===== src/rtl/seg7_pkg.sv =====
// Shared constants and types for the 7-segment bus decoder.
// Patterns are active-low (bit0=a .. bit6=g), indexed by the hex value they show.
package seg7_pkg;

   localparam int unsigned NUM_DIGITOS = 4;
   localparam int unsigned SEG_W       = 7;
   localparam int unsigned HEX_W       = 4;
   localparam int unsigned NUM_PAT     = 16;

   localparam logic [NUM_PAT-1:0][SEG_W-1:0] PATRONES = {
      ~7'h71, ~7'h79, ~7'h5E, ~7'h39,   // F E d C
      ~7'h7C, ~7'h77, ~7'h6F, ~7'h7F,   // b A 9 8
      ~7'h07, ~7'h7D, ~7'h6D, ~7'h66,   // 7 6 5 4
      ~7'h4F, ~7'h5B, ~7'h06, ~7'h3F    // 3 2 1 0
   };

   localparam logic [SEG_W-1:0] PATRON_BLANCO = 7'h7F;

   typedef enum logic [1:0] {
      ESPERA,
      FILTRO,
      CAPTURADO
   } estado_t;

endpackage


===== src/rtl/seg7_patron_a_hex.sv =====
// Combinational lookup from an active-low segment pattern to its hex value.
module seg7_patron_a_hex
   import seg7_pkg::*;
(
   input  logic [SEG_W-1:0] patron,
   output logic [HEX_W-1:0] hex_c,
   output logic             valido_c
);

   always_comb begin
      hex_c    = '0;
      valido_c = 1'b0;
      for (int i = 0; i < NUM_PAT; i++) begin
         if (patron == PATRONES[i]) begin
            hex_c    = HEX_W'(i);
            valido_c = 1'b1;
         end
      end
   end

endmodule


===== src/rtl/seg7_decodificador.sv =====
// Recovers the hex value shown on a multiplexed 4-digit 7-segment bus.
// Optional decimal-point capture is enabled with SEG7_DECODIFICADOR_DP_EN.
module seg7_decodificador
   import seg7_pkg::*;
#(
   parameter int unsigned ESTABLE_CICLOS = 1000
)(
   input  logic                         clock_50mhz,
   input  logic                         reset_n,
   input  logic [SEG_W-1:0]             segmentos,
   input  logic [NUM_DIGITOS-1:0]       anodos,
`ifdef SEG7_DECODIFICADOR_DP_EN
   input  logic                         punto,
   output logic [NUM_DIGITOS-1:0]       puntos,
`endif
   output logic [HEX_W*NUM_DIGITOS-1:0] valor,
   output logic                         valor_valido,
   output logic [NUM_DIGITOS-1:0]       digito_invalido,
   output logic                         error_patron
);

   localparam int unsigned CNT_W = 16;
   localparam int unsigned IDX_W = $clog2(NUM_DIGITOS);
   localparam logic [CNT_W-1:0] LIMITE = CNT_W'(ESTABLE_CICLOS - 1);
`ifdef SEG7_DECODIFICADOR_DP_EN
   localparam int unsigned BUS_W = SEG_W + NUM_DIGITOS + 1;
`else
   localparam int unsigned BUS_W = SEG_W + NUM_DIGITOS;
`endif

   logic [BUS_W-1:0]                        bus_c, sync1, sync2, ref_q;
   estado_t                                 estado;
   logic [CNT_W-1:0]                        cnt, cnt_inc_c;
   logic [NUM_DIGITOS-1:0]                  mask, mask_base_c, sel_c;
   logic [NUM_DIGITOS-1:0][HEX_W-1:0]       nib;
   logic [SEG_W-1:0]                        seg_ref_c;
   logic [NUM_DIGITOS-1:0]                  an_ref_c;
   logic [IDX_W-1:0]                        idx_c;
   logic                                    uno_c, cambio_c, captura_c;
   logic [HEX_W-1:0]                        hex_c;
   logic                                    hex_ok_c;
`ifdef SEG7_DECODIFICADOR_DP_EN
   logic [NUM_DIGITOS-1:0]                  pts_nib;

   assign bus_c = {punto, anodos, segmentos};
`else
   assign bus_c = {anodos, segmentos};
`endif

   assign seg_ref_c   = ref_q[SEG_W-1:0];
   assign an_ref_c    = ref_q[SEG_W +: NUM_DIGITOS];
   assign cambio_c    = (sync2 != ref_q);
   assign cnt_inc_c   = (cnt == '1) ? cnt : cnt + CNT_W'(1);
   assign captura_c   = (estado == FILTRO) && !cambio_c && (cnt_inc_c == LIMITE);
   assign mask_base_c = (mask == '1) ? '0 : mask;
   assign sel_c       = NUM_DIGITOS'(1) << idx_c;

   // Digit select must have exactly one anode low to be captured.
   always_comb begin
      idx_c = '0;
      uno_c = 1'b0;
      case (an_ref_c)
         4'b1110: begin idx_c = 2'd0; uno_c = 1'b1; end
         4'b1101: begin idx_c = 2'd1; uno_c = 1'b1; end
         4'b1011: begin idx_c = 2'd2; uno_c = 1'b1; end
         4'b0111: begin idx_c = 2'd3; uno_c = 1'b1; end
         default: ;
      endcase
   end

   seg7_patron_a_hex u_patron (
      .patron   (seg_ref_c),
      .hex_c    (hex_c),
      .valido_c (hex_ok_c)
   );

   // ref_q holds the sample under test; a mismatch with sync2 is a bus change.
   always_ff @(posedge clock_50mhz or negedge reset_n) begin
      if (!reset_n) begin
         sync1           <= '1;
         sync2           <= '1;
         ref_q           <= '1;
         estado          <= ESPERA;
         cnt             <= '0;
         mask            <= '0;
         nib             <= '0;
         valor           <= '0;
         valor_valido    <= 1'b0;
         digito_invalido <= '0;
         error_patron    <= 1'b0;
`ifdef SEG7_DECODIFICADOR_DP_EN
         pts_nib         <= '0;
         puntos          <= '0;
`endif
      end else begin
         sync1        <= bus_c;
         sync2        <= sync1;
         error_patron <= 1'b0;
         valor_valido <= (mask == '1);
         mask         <= mask_base_c;
         if (mask == '1) begin
            valor <= nib;
`ifdef SEG7_DECODIFICADOR_DP_EN
            puntos <= pts_nib;
`endif
         end

         case (estado)
            ESPERA: begin
               if (cambio_c) begin
                  estado <= FILTRO;
                  ref_q  <= sync2;
                  cnt    <= '0;
               end
            end
            FILTRO: begin
               if (cambio_c) begin
                  estado <= ESPERA;
                  cnt    <= '0;
               end else begin
                  cnt <= cnt_inc_c;
                  if (cnt_inc_c == LIMITE) estado <= CAPTURADO;
               end
            end
            CAPTURADO: begin
               if (cambio_c) begin
                  estado <= FILTRO;
                  ref_q  <= sync2;
                  cnt    <= '0;
               end else begin
                  cnt <= cnt_inc_c;
               end
            end
            default: estado <= ESPERA;
         endcase

         // Blank digits and ambiguous selects are ignored entirely.
         if (captura_c && uno_c && (seg_ref_c != PATRON_BLANCO)) begin
            if (hex_ok_c) begin
               nib[idx_c]             <= hex_c;
               mask                   <= mask_base_c | sel_c;
               digito_invalido[idx_c] <= 1'b0;
`ifdef SEG7_DECODIFICADOR_DP_EN
               pts_nib[idx_c]         <= ~ref_q[BUS_W-1];  // 1 = dot lit
`endif
            end else begin
               digito_invalido[idx_c] <= 1'b1;
               error_patron           <= 1'b1;
            end
         end
      end
   end

endmodule


===== config.mk =====
export PLATFORM = sky130hd
export DESIGN_NAME = seg7_decodificador
export DESIGN_NICKNAME = d
export VERILOG_FILES = /design/src/rtl/seg7_pkg.sv /design/src/rtl/seg7_patron_a_hex.sv /design/src/rtl/seg7_decodificador.sv
export SDC_FILE = /design/constraint.sdc
export NUM_CORES = 1
export LEC_CHECK = 0
export BUFFER_PORTS_ARGS = -buffer_cell sky130_fd_sc_hd__clkbuf_2
export CAP_MARGIN = 25
export CORE_AREA = 2 2 118 120
export CTS_BUF_LIST = sky130_fd_sc_hd__clkbuf_2 sky130_fd_sc_hd__clkbuf_4 sky130_fd_sc_hd__clkbuf_8
export DETAILED_ROUTE_END_ITERATION = 7
export DIE_AREA = 0 0 120 122
export GPL_TIMING_DRIVEN = 1
export PLACE_DENSITY_LB_ADDON = 0.08
export SETUP_SLACK_MARGIN = 0.02
export SYNTH_ARGS = -nofsm -noshare
export SYNTH_HDL_FRONTEND = slang
export SYNTH_SLANG_ARGS = --single-unit

===== constraint.sdc =====
create_clock -name clock_50mhz -period 4.35 [get_ports clock_50mhz]
set_clock_uncertainty 0.05 [all_clocks]
set_input_delay 0.87 -clock clock_50mhz [delete_from_list [all_inputs] [get_ports clock_50mhz]]
set_output_delay 0.87 -clock clock_50mhz [all_outputs]
set_load 0.01 [all_outputs]

==> reports/qor.txt, run 1 <==
Number of nets with antenna violations after routing - 0
Wirelength per Cell - 15.1 um
Total Routed Length - 9950 um
Clock Pin Slew Worst Setup and Hold Paths - 0.10 ns
Peak clock frequency supported by timing - 291 MHz
Area of all placed cells without fillers - 0.00507 mm2
Outcome - finished clean
Number of maximum-capacitance violations - 0
Total of flip-flops plus latches after synthesis - 93
Slew @ Worst Pin - 1.06 ns
Synthesized netlist net count - 473
Maximum number of pins on one net before global-route repair - 46
Biggest area contributors in the synthesized netlist - dfrtp_1 33%, dfstp_2 19%, nand2_1 5.9%
Data required time of the worst path - 4.56 ns
Fin. Hold Viols - 0
Shortest period the worst path allows - 3.44 ns
Clock tree from TritonCTS - yes
Count of pins on the block boundary - 35
Area taken by flip-flops and latches - 0.00237 mm2
Asr flop ratio synth - 100%
Count of standard-cell rows - 43
Chip Width - 120 um
DRC violations left - 0
Share of Yosys cell area claimed by the top area cell type - 32.8%
Critical path type - reg -> reg
Crit path largest cell delay - 0.78 ns
Area used by multi-input combinational logic - 0.00203 mm2
Number of antenna diodes - 0
Critical path peak fanout - 15
Total power - 0.00164 W
Power density of the placed cells - 324 mW/mm2
Leakage power total - 2.26 nW
Number of hold buffers added after CTS - 0
Detailed placer's ending HPWL - 7000 um
Global-route wire length before repair - 16900 um
Layout net count - 494
GRT overflow - 0
Sequential fraction of the synthesis area - 51.8%
Core region area - 0.0135 mm2
Max transition margin - 28.8%
CTS buffer count - 9
Clock H-tree levels - 3
Sum Neg Setup Slack - 0 ns
Detailed-route vias per instance - 5.09
Endpoint class of the critical path - flop
DRC violation total after the first TritonRoute iteration - 202
Number of global-route vias before repair - 3306
Router iterations before antenna repair - 5
Final cell utilization of the core - 37.5%
Library cell with the largest summed area after synthesis - dfrtp_1
Final setup violation count - 0
# fillers - 1371
Total placed cells including tap cells - 645
Max Slew Vio Count - 0
Syn. warnings - 0
Tot GR Track Use - 14.8%
Number of different library cells in the post-synthesis netlist - 61
DR vias - 3367
Average cell area after synthesis - 10.1 um2
Kind of start point of the critical path - flop
Area growth from synthesis to final layout - 10.9%
Slowest CP cell - nor4_4
Maximum buffer depth of the clock tree - 2
Number of antenna violations at the first check in global routing - 0
Cell-by-cell trace of the critical path - ha_1 -> and4_1 -> nand4_1 -> and3_1 -> a221o_1 -> nor4_4 -> nand3_2 -> mux2_1
Min-delay worst type - reg -> reg
Post-Place Cell Area - 0.00488 mm2
RSZ-0062 raised after global routing - no
Count leader, synth - nand2_1
Most instantiated cells after synthesis - 72 x nand2_1, 60 x dfrtp_1, 33 x dfstp_2
Number of standard cells in the final layout excluding fillers - 661
Period utilisation layout - 79.1%
Full die area - 0.0146 mm2
Clock root cell - clkbuf_8
Arrival time at the worst endpoint - 3.65 ns
Number of instances in the synthesized netlist - 455
CTS-repair resized insts - 0
Die Y - 122 um
Skew-Pair Late Insertion Delay - 0.38 ns
Synth Cell Area - 0.00457 mm2
Placer congestion estimate - 0.828
Peak supply drop - 0.173 mV
Port-buffer cells - 34
Num Clock Sinks - 93
Effective utilization at floorplan - 33.9%
Fraction of final layout cells with drive strength greater than 1 - 23.7%
Count of flip-flops with a built-in enable after synthesis - 0
Setup Buffers After CTS - 0
Flip-flop cell with the highest count after synthesis - dfrtp_1
-- placed cells by master (no fill, tap or decap), types with 3 or more instances in the layout --
master    count
nor3_1        8
nor2_1       26
a21oi_1      18
dfstp_2      33
nand4_1      14
nand2b_1      5
a31o_1        4
mux2_1       12
nand3_1      16
clkbuf_8     11
nor2b_1       3
clkbuf_2     33
and3_1       10
o211ai_1      3
nor3b_1       3
ha_1          5
mux2_2       10
buf_4         7
nand2_1      72
nand4b_1      3
or2_2         3
o21ai_0      27
dfrtp_1      60
a21bo_1       4
nand3_2       4
xnor2_1      14
a41oi_1       4
nand3b_1      5
and4_1        3
nor4_1        3
inv_1        10
and2_1        3
a31oi_1       9
-- flip-flops by register name (all words and copies together) (netlist names), named ones only --
name          flops
cnt              16
error_patron      1
estado            2
mask              4
nib              16
ref_q            11
sync1            11
sync2            11
valor            16
valor_valido      1
-- cells by family after synthesis --
group / after synthesis / share of synthesized area [%]
buffers and inverters: 40 / 3.94
and+or+nand+nor: 188 / 21.1
adders and majority gates: 5 / 1.37
AOI/OAI and AO/OA: 91 / 13.3
DFF: 93 / 51.8
xor gates and xnor gates: 15 / 2.87
muxes: 23 / 5.64
-- stage by stage --
stage,setup WS [ns],hold WS (ns)
floorplan,1.51,0.295
global placement,1.06,0.296
detailed placement,0.945,0.297
CTS,0.919,0.306
global route,0.646,0.315
finish,0.910,0.302
-- worst paths after layout --
path / from / to / slack (ns) / cells past startpoint
max: cnt[0] / nib[12] / 0.91 / 8
min: sync1[2] / sync2[2] / 0.30 / 0
max reg2reg: cnt[0] / nib[12] / 0.91 / 8
min reg2reg: sync1[2] / sync2[2] / 0.30 / 0
max in group asynchronous: reset_n / sync1[6] / 3.02 / 2
min in group asynchronous: reset_n / nib[5] / 0.43 / 1
-- layer usage --
| metal | wire, um | GRT usage (%) |
|---|---|---|
| met5 | 0 | 0 |
| met4 | 209 | 6.32 |
| met2 | 4650 | 23.8 |
| met1 | 4730 | 19.2 |
| met3 | 371 | 3.32 |
-- power breakdown --
part | internal (W) | switching, W
Combinational | 0.0000512 | 0.0000717
Sequential | 0.000905 | 0.0000453
Clock | 0.000249 | 0.000320
-- critical path, delay by kind of cell (launching register included) --
family / cells / cell delay (ns)
AND/OR/NAND/NOR: 5 / 1.83
multiplexers: 1 / 0.36
flip-flops: 1 / 0.47
AO/OA/AOI/OAI: 1 / 0.31
adder cells (fa/ha/maj): 1 / 0.29
-- cell type report --
cell class / instances / share of cell area (%)
clock buffers: 12 / 3.13
clock inverters: 4 / 0.568
inverters: 10 / 0.740
multi-input cells: 322 / 40.1
flip-flops and latches: 93 / 46.7
well taps: 180 / 4.44
repair buffers: 40 / 4.29
Note: power is estimated with default switching activity, not from simulation.
==> run 2: changes to the inputs <==
clock period = 3 ns   (was 4.35 ns; I/O delays follow)
==> reports/qor.txt, run 2 (synthesis results as in run 1) <==
Outcome - finished clean (unchanged)
Count of pins on the block boundary - 35 (unchanged)
CTS buffer count - 9 (unchanged)
DR vias - 3426 (was 3367)
Peak supply drop - 0.190 mV (was 0.173 mV)
Maximum number of pins on one net before global-route repair - 55 (was 46)
Max transition margin - 33.8% (was 28.8%)
Fraction of final layout cells with drive strength greater than 1 - 26.6% (was 23.7%)
Worst slack on hold paths - 0.161 ns (was 0.302 ns)
Number of hold buffers added after CTS - 0 (unchanged)
Chip Width - 120 um (unchanged)
Slowest CP cell - dfrtp_1 (was nor4_4)
Clock H-tree levels - 3 (unchanged)
Sum Neg Setup Slack - 0 ns (unchanged)
Detailed placer's ending HPWL - 7050 um (was 7000 um)
Core region area - 0.0135 mm2 (unchanged)
Shortest period the worst path allows - 2.84 ns (was 3.44 ns)
Die Y - 122 um (unchanged)
Effective utilization at floorplan - 33.9% (unchanged)
Critical path type - reg -> reg (unchanged)
Layout net count - 506 (was 494)
Internal power - 0.00181 W (was 0.00120 W)
# fillers - 1350 (was 1371)
Relative contribution of combinational cells to total power - 7.8% (was 7.5%)
Wirelength per Cell - 15.0 um (was 15.1 um)
Slew @ Worst Pin - 0.990 ns (was 1.06 ns)
Min-delay worst type - in -> async (was reg -> reg)
Num Clock Sinks - 93 (unchanged)
Number of antenna diodes - 0 (unchanged)
Number of antenna violations at the first check in global routing - 0 (unchanged)
Final cell utilization of the core - 38.8% (was 37.5%)
Endpoint class of the critical path - flop (unchanged)
Number of global-route vias before repair - 3247 (was 3306)
Relative contribution of sequential cells to total power - 56.3% (was 57.9%)
Skew-Pair Late Insertion Delay - 0.37 ns (was 0.38 ns)
Global-route wire length before repair - 16700 um (was 16900 um)
Port-buffer cells - 34 (unchanged)
Count of buffering cells on the critical path with inverters included - 2 (was 0)
Sw power - 0.000624 W (was 0.000437 W)
Portion of total power attributed to the clock network - 35.9% (was 34.7%)
Data required time of the worst path - 3.19 ns (was 4.56 ns)
Area growth from synthesis to final layout - 14.5% (was 10.9%)
Category of cells accounting for the largest share of critical-path delay - simple AND/OR/NAND/NOR gates (unchanged)
Top library cells by usage in the layout, fill and taps aside - 72 x nand2_1, 59 x dfrtp_1, 33 x clkbuf_2, 33 x dfstp_2, 27 x o21ai_0 (was 72 x nand2_1, 60 x dfrtp_1, 33 x clkbuf_2, 33 x dfstp_2, 27 x o21ai_0)
Detailed-route vias per instance - 5.09 (about the same)
Power density of the placed cells - 465 mW/mm2 (was 324 mW/mm2)
Worst R2R Setup Slack - 0.16 ns (was 0.91 ns)
Full die area - 0.0146 mm2 (unchanged)
Number of maximum-capacitance violations - 0 (unchanged)
Crit path largest cell delay - 0.41 ns (was 0.78 ns)
Router iterations before antenna repair - 4 (was 5)
Leakage power total - 2.35 nW (was 2.26 nW)
Tot GR Track Use - 14.6% (was 14.8%)
Critical path peak fanout - 10 (was 15)
Period utilisation layout - 94.6% (was 79.1%)
Arrival time at the worst endpoint - 3.02 ns (was 3.65 ns)
DRC violations left - 0 (unchanged)
Max Slew Vio Count - 0 (unchanged)
Kind of start point of the critical path - flop (unchanged)
Switching share of total power - 25.6% (was 26.6%)
Placer congestion estimate - 0.841 (was 0.828)
Maximum buffer depth of the clock tree - 2 (unchanged)
Count of standard-cell rows - 43 (unchanged)
Area of all placed cells without fillers - 0.00524 mm2 (was 0.00507 mm2)
Post-Place Cell Area - 0.00497 mm2 (was 0.00488 mm2)
Total Routed Length - 10100 um (was 9950 um)
Total power - 0.00244 W (was 0.00164 W)
DRC violation total after the first TritonRoute iteration - 166 (was 202)
Clock root cell - clkbuf_8 (unchanged)
Number of nets with antenna violations after routing - 0 (unchanged)
Cell-by-cell trace of the critical path - buf_4 -> and4_2 -> and4_1 -> and3b_1 -> a2bb2o_1 -> nor4_4 -> buf_12 -> nand3_2 -> mux2_1 (was ha_1 -> and4_1 -> nand4_1 -> and3_1 -> a221o_1 -> nor4_4 -> nand3_2 -> mux2_1)
RSZ-0062 raised after global routing - no (unchanged)
GRT overflow - 0 (unchanged)
Peak clock frequency supported by timing - 353 MHz (was 291 MHz)
Most common cell after layout, fill and taps aside - nand2_1 (unchanged)
Fin. Hold Viols - 0 (unchanged)
Clock tree from TritonCTS - yes (unchanged)
Clock Pin Slew Worst Setup and Hold Paths - 0.10 ns (about the same)
Biggest registers after layout - cnt x16, nib x16, valor x16 (unchanged)
Final setup violation count - 0 (unchanged)
-- run 2: per-layer routing --
layer / part of all wire, % / routed length (um) / global-route usage, %
met3: 3.2 / 325 / 3.18
met5: 0 / 0 / 0
met1: 48 / 4900 / 19.6
met2: 46 / 4680 / 22.5
met4: 1.9 / 195 / 6.69
-- run 2: power groups by stage --
stage	combinational [W]	clock, W	sequential [W]
2_1_floorplan	0.000153	0	0.00135
3_3_place_gp	0.000192	0	0.00139
3_5_place_dp	0.000193	0	0.00139
4_1_cts	0.000194	0.000920	0.00137
5_1_grt	0.000215	0.000972	0.00138
6_report	0.000190	0.000873	0.00137
-- run 2: repair_timing --
item / 4_1_cts / 5_1_grt
hold endpoints to repair: 0 / 0
buffers inserted: 0 / 3
gates resized for setup: 0 / 8
setup endpoints to repair: 0 / 14
-- run 2: worst paths after layout --
path / startpoint / depth (start not counted) / to
setup / recovery: cnt[0] / 9 / nib[13]
setup reg to reg: cnt[0] / 9 / nib[13]
hold reg to reg: sync1[4] / 0 / sync2[4]
max in group asynchronous: reset_n / 2 / ref_q[8]
min in group clock_50mhz: anodos[1] / 1 / sync1[8]
hold / removal: reset_n / 1 / cnt[1]
-- run 2: area by class of cell --
type	instances	area (um2)	share of cell area [%]
Sequential cell	93	2370	45.2
Multi-Input combinational cell	322	2050	39.2
Timing Repair Buffer	52	350	6.69
Tap cell	180	225	4.30
Clock buffer	11	145	2.77
Clock inverter	5	58.8	1.12
Inverter	10	37.5	0.717
-- run 2: worst reg2reg max path: stages, from the launching register on --
cell	delay [ns]
dfrtp_1	0.41
buf_4	0.17
and4_2	0.29
and4_1	0.23
and3b_1	0.22
a2bb2o_1	0.33
nor4_4	0.35
buf_12	0.18
nand3_2	0.12
mux2_1	0.36
-- run 2: per-stage QoR --
step	std cells	worst slack, ns
final	673	0.163
after global routing	673	0.0104
after CTS	669	0.0234
after detailed placement	653	0.0618
after global placement	653	0.136
after floorplan	455	0.159
==> run 3: changes to the inputs <==
MAX_ROUTING_LAYER = met4   (was default)
==> reports/qor.txt, run 3 (synthesis results as in run 1) <==
Outcome - finished clean (unchanged)
Slew @ Worst Pin - 0.929 ns (was 0.990 ns)
DR vias - 3413 (was 3426)
Layout net count - 504 (was 506)
Placer congestion estimate - 0.854 (was 0.841)
Port-buffer cells - 34 (unchanged)
Max Slew Vio Count - 0 (unchanged)
Leakage power total - 2.33 nW (was 2.35 nW)
Full die area - 0.0146 mm2 (unchanged)
Global-route wire length before repair - 16700 um (about the same)
Peak clock frequency supported by timing - 354 MHz (was 353 MHz)
Area growth from synthesis to final layout - 13.8% (was 14.5%)
Number of antenna violations at the first check in global routing - 0 (unchanged)
Period utilisation layout - 94.2% (was 94.6%)
Data required time of the worst path - 3.19 ns (about the same)
Shortest period the worst path allows - 2.83 ns (was 2.84 ns)
Power density of the placed cells - 469 mW/mm2 (was 465 mW/mm2)
Category of cells accounting for the largest share of critical-path delay - simple AND/OR/NAND/NOR gates (unchanged)
Final worst-path setup slack - 0.173 ns (was 0.163 ns)
Total Routed Length - 9960 um (was 10100 um)
Router iterations before antenna repair - 4 (unchanged)
Number of hold buffers added after CTS - 0 (unchanged)
Clock tree from TritonCTS - yes (unchanged)
Core region area - 0.0135 mm2 (unchanged)
Effective utilization at floorplan - 33.9% (unchanged)
Num Clock Sinks - 93 (unchanged)
Sum Neg Setup Slack - 0 ns (unchanged)
Number of nets with antenna violations after routing - 0 (unchanged)
Die Y - 122 um (unchanged)
Max transition margin - 37.9% (was 33.8%)
DRC violations left - 0 (unchanged)
Tot GR Track Use - 15.0% (was 14.6%)
Count of buffering cells on the critical path with inverters included - 2 (unchanged)
GRT overflow - 0 (unchanged)
Endpoint class of the critical path - flop (unchanged)
DRC violation total after the first TritonRoute iteration - 186 (was 166)
Most common cell after layout, fill and taps aside - nand2_1 (unchanged)
Worst R2R Setup Slack - 0.17 ns (was 0.16 ns)
Total placed cells including tap cells - 653 (unchanged)
Detailed-route vias per instance - 5.09 (about the same)
Number of standard cells in the final layout excluding fillers - 671 (was 673)
Slowest CP cell - dfrtp_1 (unchanged)
CTS buffer count - 9 (unchanged)
Detailed placer's ending HPWL - 7050 um (unchanged)
Clock Pin Slew Worst Setup and Hold Paths - 0.10 ns (about the same)
Chip Width - 120 um (unchanged)
Maximum buffer depth of the clock tree - 2 (unchanged)
Peak supply drop - 0.191 mV (was 0.190 mV)
Arrival time at the worst endpoint - 3.02 ns (about the same)
Number of antenna diodes - 0 (unchanged)
Number of maximum-capacitance violations - 0 (unchanged)
Count of pins on the block boundary - 35 (unchanged)
Clock H-tree levels - 3 (unchanged)
Critical path type - reg -> reg (unchanged)
Top library cells by usage in the layout, fill and taps aside - 72 x nand2_1, 59 x dfrtp_1, 33 x clkbuf_2, 33 x dfstp_2, 27 x o21ai_0 (unchanged)
Worst slack at placement - 0.0618 ns (unchanged)
Clock root cell - clkbuf_8 (unchanged)
Biggest registers after layout - cnt x16, nib x16, valor x16 (unchanged)
Cell-by-cell trace of the critical path - buf_4 -> and4_2 -> and4_1 -> and3b_1 -> a2bb2o_1 -> nor4_4 -> buf_12 -> nand3_2 -> mux2_1 (unchanged)
Area of all placed cells without fillers - 0.00520 mm2 (was 0.00524 mm2)
Wirelength per Cell - 14.8 um (was 15.0 um)
Fin. Hold Viols - 0 (unchanged)
Final setup violation count - 0 (unchanged)
Fraction of final layout cells with drive strength greater than 1 - 26.3% (was 26.6%)
RSZ-0062 raised after global routing - no (unchanged)
Min-delay worst type - in -> async (unchanged)
Critical path peak fanout - 20 (was 10)
Post-Place Cell Area - 0.00497 mm2 (unchanged)
Count of standard-cell rows - 43 (unchanged)
Skew-Pair Late Insertion Delay - 0.37 ns (about the same)
Crit path largest cell delay - 0.41 ns (about the same)
Kind of start point of the critical path - flop (unchanged)
Number of global-route vias before repair - 3252 (was 3247)
Maximum number of pins on one net before global-route repair - 55 (unchanged)
## run 3: what timing repair did
action                                  CTS  global route
endpoints found under the setup margin    0            14
gates resized for setup                   0             8
buffers inserted                          0             2
## run 3: cell type report
type | instances | area [um2]
clock buffers | 11 | 145
fillers | 1354 | 8300
multi-input cells | 322 | 2050
repair buffers | 50 | 318
clock inverters | 5 | 58.8
flip-flops and latches | 93 | 2370
inverters | 10 | 37.5
well taps | 180 | 225
## run 3: worst paths after layout
path,end,from,cells past startpoint
worst max-delay path,nib[13],cnt[0],9
worst min-delay path,cnt[1],reset_n,1
worst max register to register,nib[13],cnt[0],9
worst min register to register,sync2[4],sync1[4],0
max in group asynchronous,ref_q[8],reset_n,2
min in group clock_50mhz,sync1[8],anodos[1],1
## run 3: power breakdown
part           total, W  leakage [nW]  switching [W]  internal, W
registers       0.00137          1.18      0.0000607      0.00131
logic          0.000190          1.04       0.000111    0.0000790
clock network  0.000877         0.108       0.000455     0.000421
total           0.00244          2.33       0.000627      0.00181
## run 3: metal layers
metal	part of all wire, %	GRT usage, %	wire length (um)
met1	48	19.6	4750
met2	45	22.5	4510
met3	4.2	3.18	420
met4	2.8	6.69	282
met5	0	-	0
## run 3: metrics by stage
| step | util, % | power (W) | hold WS (ns) |
|---|---|---|---|
| 6_report | 38.5 | 0.00244 | 0.155 |
| 5_1_grt | 38.5 | 0.00257 | 0.175 |
| 4_1_cts | 38.3 | 0.00249 | 0.147 |
| 3_5_place_dp | 36.8 | 0.00159 | 0.297 |
| 3_3_place_gp | 36.8 | 0.00159 | 0.296 |
| 2_1_floorplan | - | 0.00150 | 0.254 |
